File: src/rtl/audio_spi_pkg.sv
// Shared definitions for the audio SPI configuration blocks: FSM state encoding and default sizing.
package audio_spi_pkg;

    typedef enum logic [1:0] {
        ST_IDLE,
        ST_SETUP,
        ST_SHIFT,
        ST_GAP
    } spi_state_e;

    localparam int SPI_DATA_W_DEF  = 16;
    localparam int SPI_CLK_DIV_DEF = 2;

endpackage

File: src/rtl/spi_master_baud.sv
// Half-period timer for the SPI master: while enabled, pulses tick on every CLK_DIV-th cycle.
module spi_master_baud #(
    parameter int CLK_DIV = 2
) (
    input  logic clk,
    input  logic rst,
    input  logic en,
    input  logic clr,
    output logic tick
);

    localparam int CW = $clog2(CLK_DIV + 1);

    logic [CW-1:0] cnt;

    assign tick = en && (cnt == CW'(CLK_DIV - 1));

    always_ff @(posedge clk) begin
        if (rst || clr) begin
            cnt <= '0;
        end else if (en) begin
            cnt <= tick ? '0 : cnt + CW'(1);
        end
    end

endmodule

File: src/rtl/spi_master_cfg.sv
// SPI mode-0 master issuing one DATA_W-bit word per valid/ready command, MSB first.
// Define SPI_MASTER_CFG_READBACK_EN to capture the word returned on spi_miso into rsp_data.
module spi_master_cfg
    import audio_spi_pkg::*;
#(
    parameter int CLK_DIV = SPI_CLK_DIV_DEF,
    parameter int DATA_W  = SPI_DATA_W_DEF
) (
    input  logic              clk,
    input  logic              rst,
    input  logic              cmd_valid,
    output logic              cmd_ready,
    input  logic [DATA_W-1:0] cmd_data,
    output logic              rsp_valid,
    output logic [DATA_W-1:0] rsp_data,
    output logic              busy,
    output logic              spi_ck,
    output logic              spi_mosi,
    input  logic              spi_miso,
    output logic              spi_nss
);

    localparam int BW = $clog2(DATA_W + 1);

    generate
        if (CLK_DIV < 1 || DATA_W < 2) begin : g_bad_params
            $error("spi_master_cfg: CLK_DIV must be >= 1 and DATA_W must be >= 2");
        end
    endgenerate

    spi_state_e        state, state_d;
    logic [DATA_W-1:0] tx_sr, tx_d;
    logic [BW-1:0]     bit_cnt, bit_d;
    logic              ck_q, ck_d;
    logic              mosi_q, mosi_d;
    logic              rsp_valid_q;
    logic              sample;
    logic              load_rsp;
    logic              tick;

    spi_master_baud #(
        .CLK_DIV(CLK_DIV)
    ) u_baud (
        .clk (clk),
        .rst (rst),
        .en  (state != ST_IDLE),
        .clr (state == ST_IDLE),
        .tick(tick)
    );

    always_ff @(posedge clk) begin
        if (rst) begin
            state       <= ST_IDLE;
            tx_sr       <= '0;
            bit_cnt     <= '0;
            ck_q        <= 1'b0;
            mosi_q      <= 1'b0;
            rsp_valid_q <= 1'b0;
        end else begin
            state       <= state_d;
            tx_sr       <= tx_d;
            bit_cnt     <= bit_d;
            ck_q        <= ck_d;
            mosi_q      <= mosi_d;
            rsp_valid_q <= load_rsp;
        end
    end

    // NOTE: every next-value signal is given its hold value first so no path through the case leaves it unassigned.
    always_comb begin
        state_d  = state;
        tx_d     = tx_sr;
        bit_d    = bit_cnt;
        ck_d     = ck_q;
        mosi_d   = mosi_q;
        sample   = 1'b0;
        load_rsp = 1'b0;
        case (state)
            ST_IDLE: begin
                if (cmd_valid) begin
                    state_d = ST_SETUP;
                    mosi_d  = cmd_data[DATA_W-1];
                    tx_d    = {cmd_data[DATA_W-2:0], 1'b0};
                    bit_d   = '0;
                    ck_d    = 1'b0;
                end
            end
            ST_SETUP: begin
                if (tick) begin
                    state_d = ST_SHIFT;
                    ck_d    = 1'b1;
                    sample  = 1'b1;
                end
            end
            ST_SHIFT: begin
                if (tick) begin
                    if (ck_q) begin
                        // Falling edge: present the next bit and count the completed one.
                        ck_d   = 1'b0;
                        mosi_d = tx_sr[DATA_W-1];
                        tx_d   = {tx_sr[DATA_W-2:0], 1'b0};
                        bit_d  = bit_cnt + BW'(1);
                    end else if (bit_cnt == BW'(DATA_W)) begin
                        state_d  = ST_GAP;
                        mosi_d   = 1'b0;
                        bit_d    = '0;
                        load_rsp = 1'b1;
                    end else begin
                        ck_d   = 1'b1;
                        sample = 1'b1;
                    end
                end
            end
            ST_GAP: begin
                if (tick) begin
                    state_d = ST_IDLE;
                end
            end
            default: begin
                state_d = ST_IDLE;
            end
        endcase
    end

`ifdef SPI_MASTER_CFG_READBACK_EN
    logic [DATA_W-1:0] rx_sr;
    logic [DATA_W-1:0] rsp_q;

    always_ff @(posedge clk) begin
        if (rst) begin
            rx_sr <= '0;
            rsp_q <= '0;
        end else begin
            if (sample) begin
                rx_sr <= {rx_sr[DATA_W-2:0], spi_miso};
            end
            if (load_rsp) begin
                rsp_q <= rx_sr;
            end
        end
    end

    assign rsp_data = rsp_q;
`else
    logic unused_miso;
    logic unused_sample;

    assign unused_miso   = spi_miso;
    assign unused_sample = sample;
    assign rsp_data      = '0;
`endif

    assign cmd_ready = (state == ST_IDLE);
    assign busy      = (state != ST_IDLE);
    assign spi_nss   = !(state == ST_SETUP || state == ST_SHIFT);
    assign spi_ck    = ck_q;
    assign spi_mosi  = mosi_q;
    assign rsp_valid = rsp_valid_q;

endmodule

File: config.mk
export PLATFORM = sky130hd
export DESIGN_NAME = spi_master_cfg
export DESIGN_NICKNAME = d
export VERILOG_FILES = /design/src/rtl/audio_spi_pkg.sv /design/src/rtl/spi_master_baud.sv /design/src/rtl/spi_master_cfg.sv
export SDC_FILE = /design/constraint.sdc
export NUM_CORES = 1
export LEC_CHECK = 0
export CAP_MARGIN = 20
export CORE_MARGIN = 2
export CORE_UTILIZATION = 44
export CTS_CLUSTER_SIZE = 12
export DETAILED_ROUTE_END_ITERATION = 6
export PLACE_DENSITY = 0.74
export SLEW_MARGIN = 20
export SYNTH_ARGS = -nofsm -noshare
export SYNTH_HDL_FRONTEND = slang
export SYNTH_HIERARCHICAL = 1
export SYNTH_SLANG_ARGS = --single-unit
File: constraint.sdc
create_clock -name clk -period 3 [get_ports clk]
set_input_delay 0.6 -clock clk [delete_from_list [all_inputs] [get_ports clk]]
set_output_delay 0.6 -clock clk [all_outputs]
set_load 0.03 [all_outputs]
==> metrics.md, run 1 <==
| Metric | Value |
|---|---|
| Hold_ws | `around 0.47 ns` |
| Sequential Power Share | `0.366` |
| Worst VDD drop | `345 uV` |
| # IOs | `42` |
| Fill cells | `323` |
| Drc violations | `0` |
| Crit path max fanout | `8` |
| CTS Root Buffer Type | `clkbuf_4` |
| Clock transition at the registers of the reported paths | `around 0.14 ns` |
| Switching portion of total power | `0.418` |
| Initial antenna violation count | `0` |
| Antenna cells | `0` |
| Comb power frac | `0.523` |
| Period minus WS final | `about 2.5 ns` |
| Drt initial violations | `26` |
| Actual slew at the worst max-slew pin | `0.580 ns` |
| Vias in the first global route | `1,113` |
| Clk pwr share | `0.111` |
| Initial Utilization | `0.456` |
| Die width | `62.6 microns` |
| GPL Wtd Cong | `0.736` |
| Footprint of the multi-input gates | `823 sq um` |
| Crit-path slowest cell | `clkdlybuf4s50_1` |
| Worst endpoint required time | `2.40 ns` |
| CTS Buf Count | `3` |
| Final Cell Area | `0.00174 sq mm` |
| Fmax | `393 MHz` |
| Tot Pwr | `0.00139 W` |
| Clk_lat worst skew | `0.31 ns` |
| Net switching power | `0.000580 W` |
| Area delta synth->final | `15.5%` |
| Final wirelength | `2740 microns` |
| Post-Synthesis Cell Area | `0.00151 sq mm` |
| Final Slew Violations | `0` |
| Post-synthesis cell count | `around 170` |
| CTS HTree Levels | `1` |
| Vias per cell | `around 5.0` |
| Period utilization | `0.849` |
| Hold Vio Cnt, Final | `0` |
| Gr ovfl total | `0` |
| Commonest non-fill, non-tap cell in the layout | `dfxtp_1` |
| WP data arrival | `between 1.5 and 2 ns` |
| Internal power | `between 0.0008 and 0.0009 W` |
| Core Util, Final | `0.527` |
| # clock sinks | `27` |
| DP Area | `0.00172 sq mm` |
| Die ar. | `approximately 0.0039 sq mm` |
| Largest net degree at the start of global routing | `30` |
| Chip height | `62.6 microns` |
| Ys async rst share | `0` |
| Rows | `21` |
| Synth area leaders | `dfxtp_1, mux2i_1, buf_4` |
| Register area | `541 sq um` |
| Max_cap viols | `0` |
| Delay-heaviest family, CP | `buffers and inverters` |
| Post-route ant nets | `0` |
| Commonest cells after routing, fill and taps aside | `dfxtp_1, clkdlybuf4s50_1, nor2_1` |
| Leak pwr | `0.662 nW` |
| Total Routing Usage GR | `0.144` |
| Layout cells sized above 1 | `0.0638` |
| Crit path capture type | `output pin` |
| Port bufs | `24` |
| Critical-path cell list | `inv_1, ha_1, inv_1, clkdlybuf4s50_1` |
| CP Buf/Inv Count | `3` |
| Hold WC Path Type | `flop to flop` |
| Cell taking the most area after synthesis | `dfxtp_1` |
| Top cell type's share of synthesized area | `0.358` |
| Avg Cell Area, Syn | `9.04 sq um` |
| RSZ-0062 raised after global routing | `false` |
| Relative slew slack | `0.612` |
| Synth Flop Type | `dfxtp_1` |
| First-pass GRT wire length | `about 4700 microns` |
| CTS resizes | `0` |
| 1st-pass router iterations | `4` |
| Fin nets | `215` |
| Synth warnings | `6` |
| Clk_skew | `0.00585 ns` |
| Average wire per standard cell | `between 10 and 15 microns` |
| Setup TNS | `0 ns` |
| Core area | `0.00331 sq mm` |
| Pwr dens | `795 mW/mm^2` |
| Seq/Total Area, Yosys | `0.358` |
| Number of synthesized flops with an enable pin | `0` |
| Crit start category | `flop` |
| CP Class | `flop to output pin` |
| Post-CTS Setup Inserts | `0` |
| Hold buffer count at CTS | `0` |
| Clock Path Buffers | `2` |
| Final setup violating endpoints | `0` |
| Number of library cell types mapped by synthesis | `39` |
| Outcome | `complete, no violations` |
| Post-DP HPWL | `2080 microns` |
| Synth Register Bits | `27` |
| Total vias in the final route | `1,180` |
| CTS tree | `built` |
| Max stage delay on crit path | `between 0.6 and 0.7 ns` |
| Crit path top cell by count | `inv_1` |
-- synthesized netlist by cell type, types with 2 or more instances --
master and number:
buf_4 18, nor3_1 2, nand3_1 3, clkbuf_1 2, inv_1 9, o21ai_0 4, and3_1 2, nand2_1 4
nand2b_1 2, buf_2 3, a211oi_1 16, nand4b_1 2, dfxtp_1 27, a21oi_1 6, ha_1 6, nor2b_1 2
mux2i_1 16, nor2_1 22
-- layout make-up --
class                           instances  area share
Multi-Input combinational cell        121       0.472
Sequential cell                        27       0.310
Timing Repair Buffer                   27       0.151
Tap cell                               46      0.0330
Inverter                                9      0.0194
Clock buffer                            4      0.0151
-- worst reg2reg max path: cells and delay by family (launching register included) --
kind	cells	cell delay, ns
AOI/OAI and AO/OA	3	0.83
DFF	1	0.42
buffers and inverters	3	0.35
and+or+nand+nor	2	0.34
adders and majority gates	1	0.31
-- path summary, 6_finish.rpt --
kind              depth (start not counted)        to  startpoint  slack (ns)
setup / recovery                          4      busy    state[0]        0.45
hold / removal                            2  spi_mosi    spi_mosi        0.47
hold reg to reg                           2  spi_mosi    spi_mosi        0.47
setup reg to reg                          9  spi_mosi    state[0]        0.63
-- cell families after synthesis --
family | Yosys count | synth area share
simple gates | 48 | 0.181
flops | 27 | 0.358
xor+xnor | 1 | 0.00580
mux | 17 | 0.116
other cells | 1 | 0.00248
fa+ha+maj | 6 | 0.0497
buf+inv | 34 | 0.137
compound gates | 33 | 0.150
-- power by group through the flow --
stage	clock network, W	registers [W]	logic (W)
6_report	0.000154	0.000507	0.000725
5_1_grt	0.000171	0.000520	0.000803
4_1_cts	0.000157	0.000507	0.000731
3_5_place_dp	0	0.000514	0.000727
3_3_place_gp	0	0.000509	0.000699
2_1_floorplan	0	0.000515	0.000568
-- state kept, by name, indices dropped and copies added, names as in the netlist --
register    cells
spi_mosi        1
state           2
bit_cnt         5
spi_ck          1
rsp_valid       1
tx_sr          15
u_baud/cnt      2
-- per-layer routing --
| layer | up-vias | global-route usage | share of wire |
|---|---|---|---|
| li1 | 589 | - | - |
| met1 | 555 | 0.166 | 0.44 |
| met2 | 34 | 0.280 | 0.52 |
| met3 | 2 | 0.0162 | 0.041 |
| met4 | 0 | 0.0333 | 0.0062 |
| met5 | - | 0 | 0 |
-- metrics by stage --
| step | worst slack [ns] | std cells |
|---|---|---|
| finish | 0.453 | 234 |
| global route | 0.328 | 234 |
| CTS | 0.442 | 234 |
| detailed placement | 0.689 | 230 |
| global placement | 0.766 | 230 |
| floorplan | 0.647 | 182 |
Power figures use the tool's default switching activity.
==> run 2, diff against run 1 <==
--- a/config.mk
+++ b/config.mk
@@ -7,10 +7,10 @@
 export LEC_CHECK = 0
 export CAP_MARGIN = 20
 export CORE_MARGIN = 2
-export CORE_UTILIZATION = 44
+export CORE_UTILIZATION = 43
 export CTS_CLUSTER_SIZE = 12
 export DETAILED_ROUTE_END_ITERATION = 6
-export PLACE_DENSITY = 0.74
+export PLACE_DENSITY = 0.76
 export SLEW_MARGIN = 20
 export SYNTH_ARGS = -nofsm -noshare
 export SYNTH_HDL_FRONTEND = slang
==> constraint.sdc (replaced) <==
create_clock -name clk -period 2.1 [get_ports clk]
set_input_delay 0.42 -clock clk [delete_from_list [all_inputs] [get_ports clk]]
set_output_delay 0.42 -clock clk [all_outputs]
set_load 0.03 [all_outputs]
==> run 2 against run 1 <==
  * Critical path depth did not move
  * Global-route usage rose by 0.50 points
  * Worst setup slack got worse by 0.31 ns
  * Critical endpoint is now cmd_ready
==> metrics.md, run 2 (synthesized netlist as in run 1, its figures left out) <==
| Metric | Value |
|---|---|
| Outcome | `complete, no violations` |
| Clock Path Buffers | `2 (unchanged)` |
| Final wirelength | `2610 microns (-4.6%)` |
| Clk_lat worst skew | `0.32 ns (about the same)` |
| Hold buffer count at CTS | `0 (unchanged)` |
| Core area | `0.00336 sq mm (+1.6%)` |
| CP Capture Point | `cmd_ready` |
| Die ar. | `0.00400 sq mm (+2.2%)` |
| Total Routing Usage GR | `0.149 (+0.00499)` |
| Commonest cells after routing, fill and taps aside | `dfxtp_1, nor2_1, clkdlybuf4s50_1` |
| Regs by FF count | `tx_sr: 15 flops, bit_cnt: 5 flops` |
| Vias in the first global route | `1,093 (-1.8%)` |
| Core Util, Final | `0.533 (+0.00628)` |
| Die width | `63.3 microns (+1.1%)` |
| Post-route ant nets | `0 (unchanged)` |
| Max stage delay on crit path | `0.40 ns (-0.28 ns)` |
| Sequential Power Share | `0.352 (-0.014)` |
| First-pass GRT wire length | `4770 microns (+1.6%)` |
| Leak pwr | `0.691 nW (+4.3%)` |
| Antenna cells | `0 (unchanged)` |
| Drc violations | `0 (unchanged)` |
| Layout cells sized above 1 | `0.109 (+0.0455)` |
| Critical path launch point | `state[1]` |
| Chip height | `63.3 microns (+1.1%)` |
| Crit path capture type | `output pin` |
| Drt initial violations | `22 (-15%)` |
| CP Buf/Inv Count | `3 (unchanged)` |
| Crit-path slowest cell | `dlygate4sd2_1` |
| Critical-path cell list | `inv_1, ha_2, buf_4, dlygate4sd2_1` |
| Min-Delay Startpoint | `spi_mosi` |
| Net switching power | `0.000834 W (+44%)` |
| Clock transition at the registers of the reported paths | `0.14 ns (about the same)` |
| Post-CTS Setup Inserts | `0 (unchanged)` |
| CTS HTree Levels | `1 (unchanged)` |
| Post-DP HPWL | `1880 microns (-9.8%)` |
| Final Cell Area | `0.00179 sq mm (+2.8%)` |
| DP Area | `0.00176 sq mm (+2.6%)` |
| Hold_ws | `0.465 ns (-0.00278 ns)` |
| Gr ovfl total | `0 (unchanged)` |
| # IOs | `42 (unchanged)` |
| Worst VDD drop | `589 uV (+70%)` |
| Period utilization | `0.930` |
| Internal power | `0.00118 W (+47%)` |
| Rows | `21 (unchanged)` |
| Switching portion of total power | `0.413 (-0.00502)` |
| Worst endpoint required time | `1.68 ns (-0.72 ns)` |
| Period minus WS final | `1.95 ns` |
| Reg2Reg Setup Slack | `0.18 ns (-0.45 ns)` |
| # clock sinks | `27 (unchanged)` |
| Worst r2r src | `state[1]` |
| Setup TNS | `0 ns (unchanged)` |
| Crit path max fanout | `7 (-1)` |
| Tot Pwr | `0.00202 W (+45%)` |
| WP data arrival | `1.53 ns (-0.42 ns)` |
| Pwr dens | `1120 mW/mm^2 (+42%)` |
| Port bufs | `24 (unchanged)` |
| Clk pwr share | `0.110 (about the same)` |
| GPL Wtd Cong | `0.724 (-1.6%)` |
| Delay-heaviest family, CP | `buffers and inverters` |
| Hold WC Path Type | `flop to flop` |
| Fin nets | `219 (+1.9%)` |
| Max reg flops | `15 (unchanged)` |
| Clk_skew | `0.00243 ns (-0.00341 ns)` |
| CTS Buf Count | `3 (unchanged)` |
| Crit start category | `flop` |
| Fill cells | `343 (+6.2%)` |
| Top reg by flops | `tx_sr` |
| Area delta synth->final | `18.7%` |
| Largest net degree at the start of global routing | `30 (unchanged)` |
| Comb power frac | `0.538 (+0.015)` |
| Final setup violating endpoints | `0 (unchanged)` |
| Final Slew Violations | `0 (unchanged)` |
| Fmax | `512 MHz` |
| CP Class | `flop to output pin` |
| Total vias in the final route | `1,144 (-3.1%)` |
| Hold Vio Cnt, Final | `0 (unchanged)` |
| RSZ-0062 raised after global routing | `false` |
| 1st-pass router iterations | `4 (unchanged)` |
| Initial Utilization | `0.449 (-0.00713)` |
| CTS tree | `built` |
| Cell depth of the worst setup path | `4 (unchanged)` |
| Average wire per standard cell | `11.0 microns (-6.2%)` |
| Commonest non-fill, non-tap cell in the layout | `dfxtp_1` |
| Max_cap viols | `0 (unchanged)` |
| Cells on worst reg2reg path | `9 (unchanged)` |
| Vias per cell | `4.81 (-4.7%)` |
| CTS Root Buffer Type | `clkbuf_4` |
| Reg-to-Reg End | `spi_mosi` |
| Initial antenna violation count | `0 (unchanged)` |
run 2: how the worst min path moves through the flow:
stage | endpoint | slack [ns] | cells past startpoint
after floorplan | tx_sr[1] | 0.45 | 2
after global placement | spi_mosi | 0.45 | 2
after detailed placement | spi_mosi | 0.45 | 2
after CTS | spi_mosi | 0.47 | 2
after global routing | spi_mosi | 0.52 | 2
final | spi_mosi | 0.47 | 2
run 2: worst register-to-register path, delay by kind of cell (launching register included):
family / cells / cell delay (ns)
AO/OA/AOI/OAI: 3 / 0.80
flip-flops: 1 / 0.38
buffers and inverters: 3 / 0.27
AND/OR/NAND/NOR: 2 / 0.19
adder cells (fa/ha/maj): 1 / 0.19
run 2: timing repair:
item / in CTS / in global routing
gates resized for setup: 3 / 2
hold endpoints to repair: 0 / 0
setup endpoints to repair: 3 / 2
gates cloned: 0 / 0
run 2: stage by stage:
stage,worst slack [ns],cells
6_report,0.147,238
5_1_grt,0.00373,238
4_1_cts,0.125,238
3_5_place_dp,0.122,234
3_3_place_gp,0.178,234
2_1_floorplan,0.00377,182
run 2: layout make-up:
cell class              instances  area [sq um]  area share
repair buffers                 31           302       0.168
clock buffers                   3          22.5      0.0126
flip-flops and latches         27           541       0.301
multi-input cells             121           832       0.464
inverters                       9          33.8      0.0188
well taps                      46          57.6      0.0321
clock inverters                 1          5.00     0.00279
run 2: power groups by stage:
stage / sequential, W / clock, W / combinational (W)
after floorplan: 0.000735 / 0 / 0.000822
after global placement: 0.000717 / 0 / 0.00110
after detailed placement: 0.000722 / 0 / 0.00111
after CTS: 0.000711 / 0.000231 / 0.00109
after global routing: 0.000728 / 0.000265 / 0.00120
final: 0.000710 / 0.000222 / 0.00108
run 2: layer usage:
| layer | up-vias | wire (microns) | GRT usage |
|---|---|---|---|
| met3 | 2 | 81 | 0.0268 |
| met2 | 20 | 1220 | 0.231 |
| met4 | 0 | 15 | 0.0571 |
| li1 | 597 | - | - |
| met1 | 525 | 1300 | 0.205 |
| met5 | - | 0 | 0 |
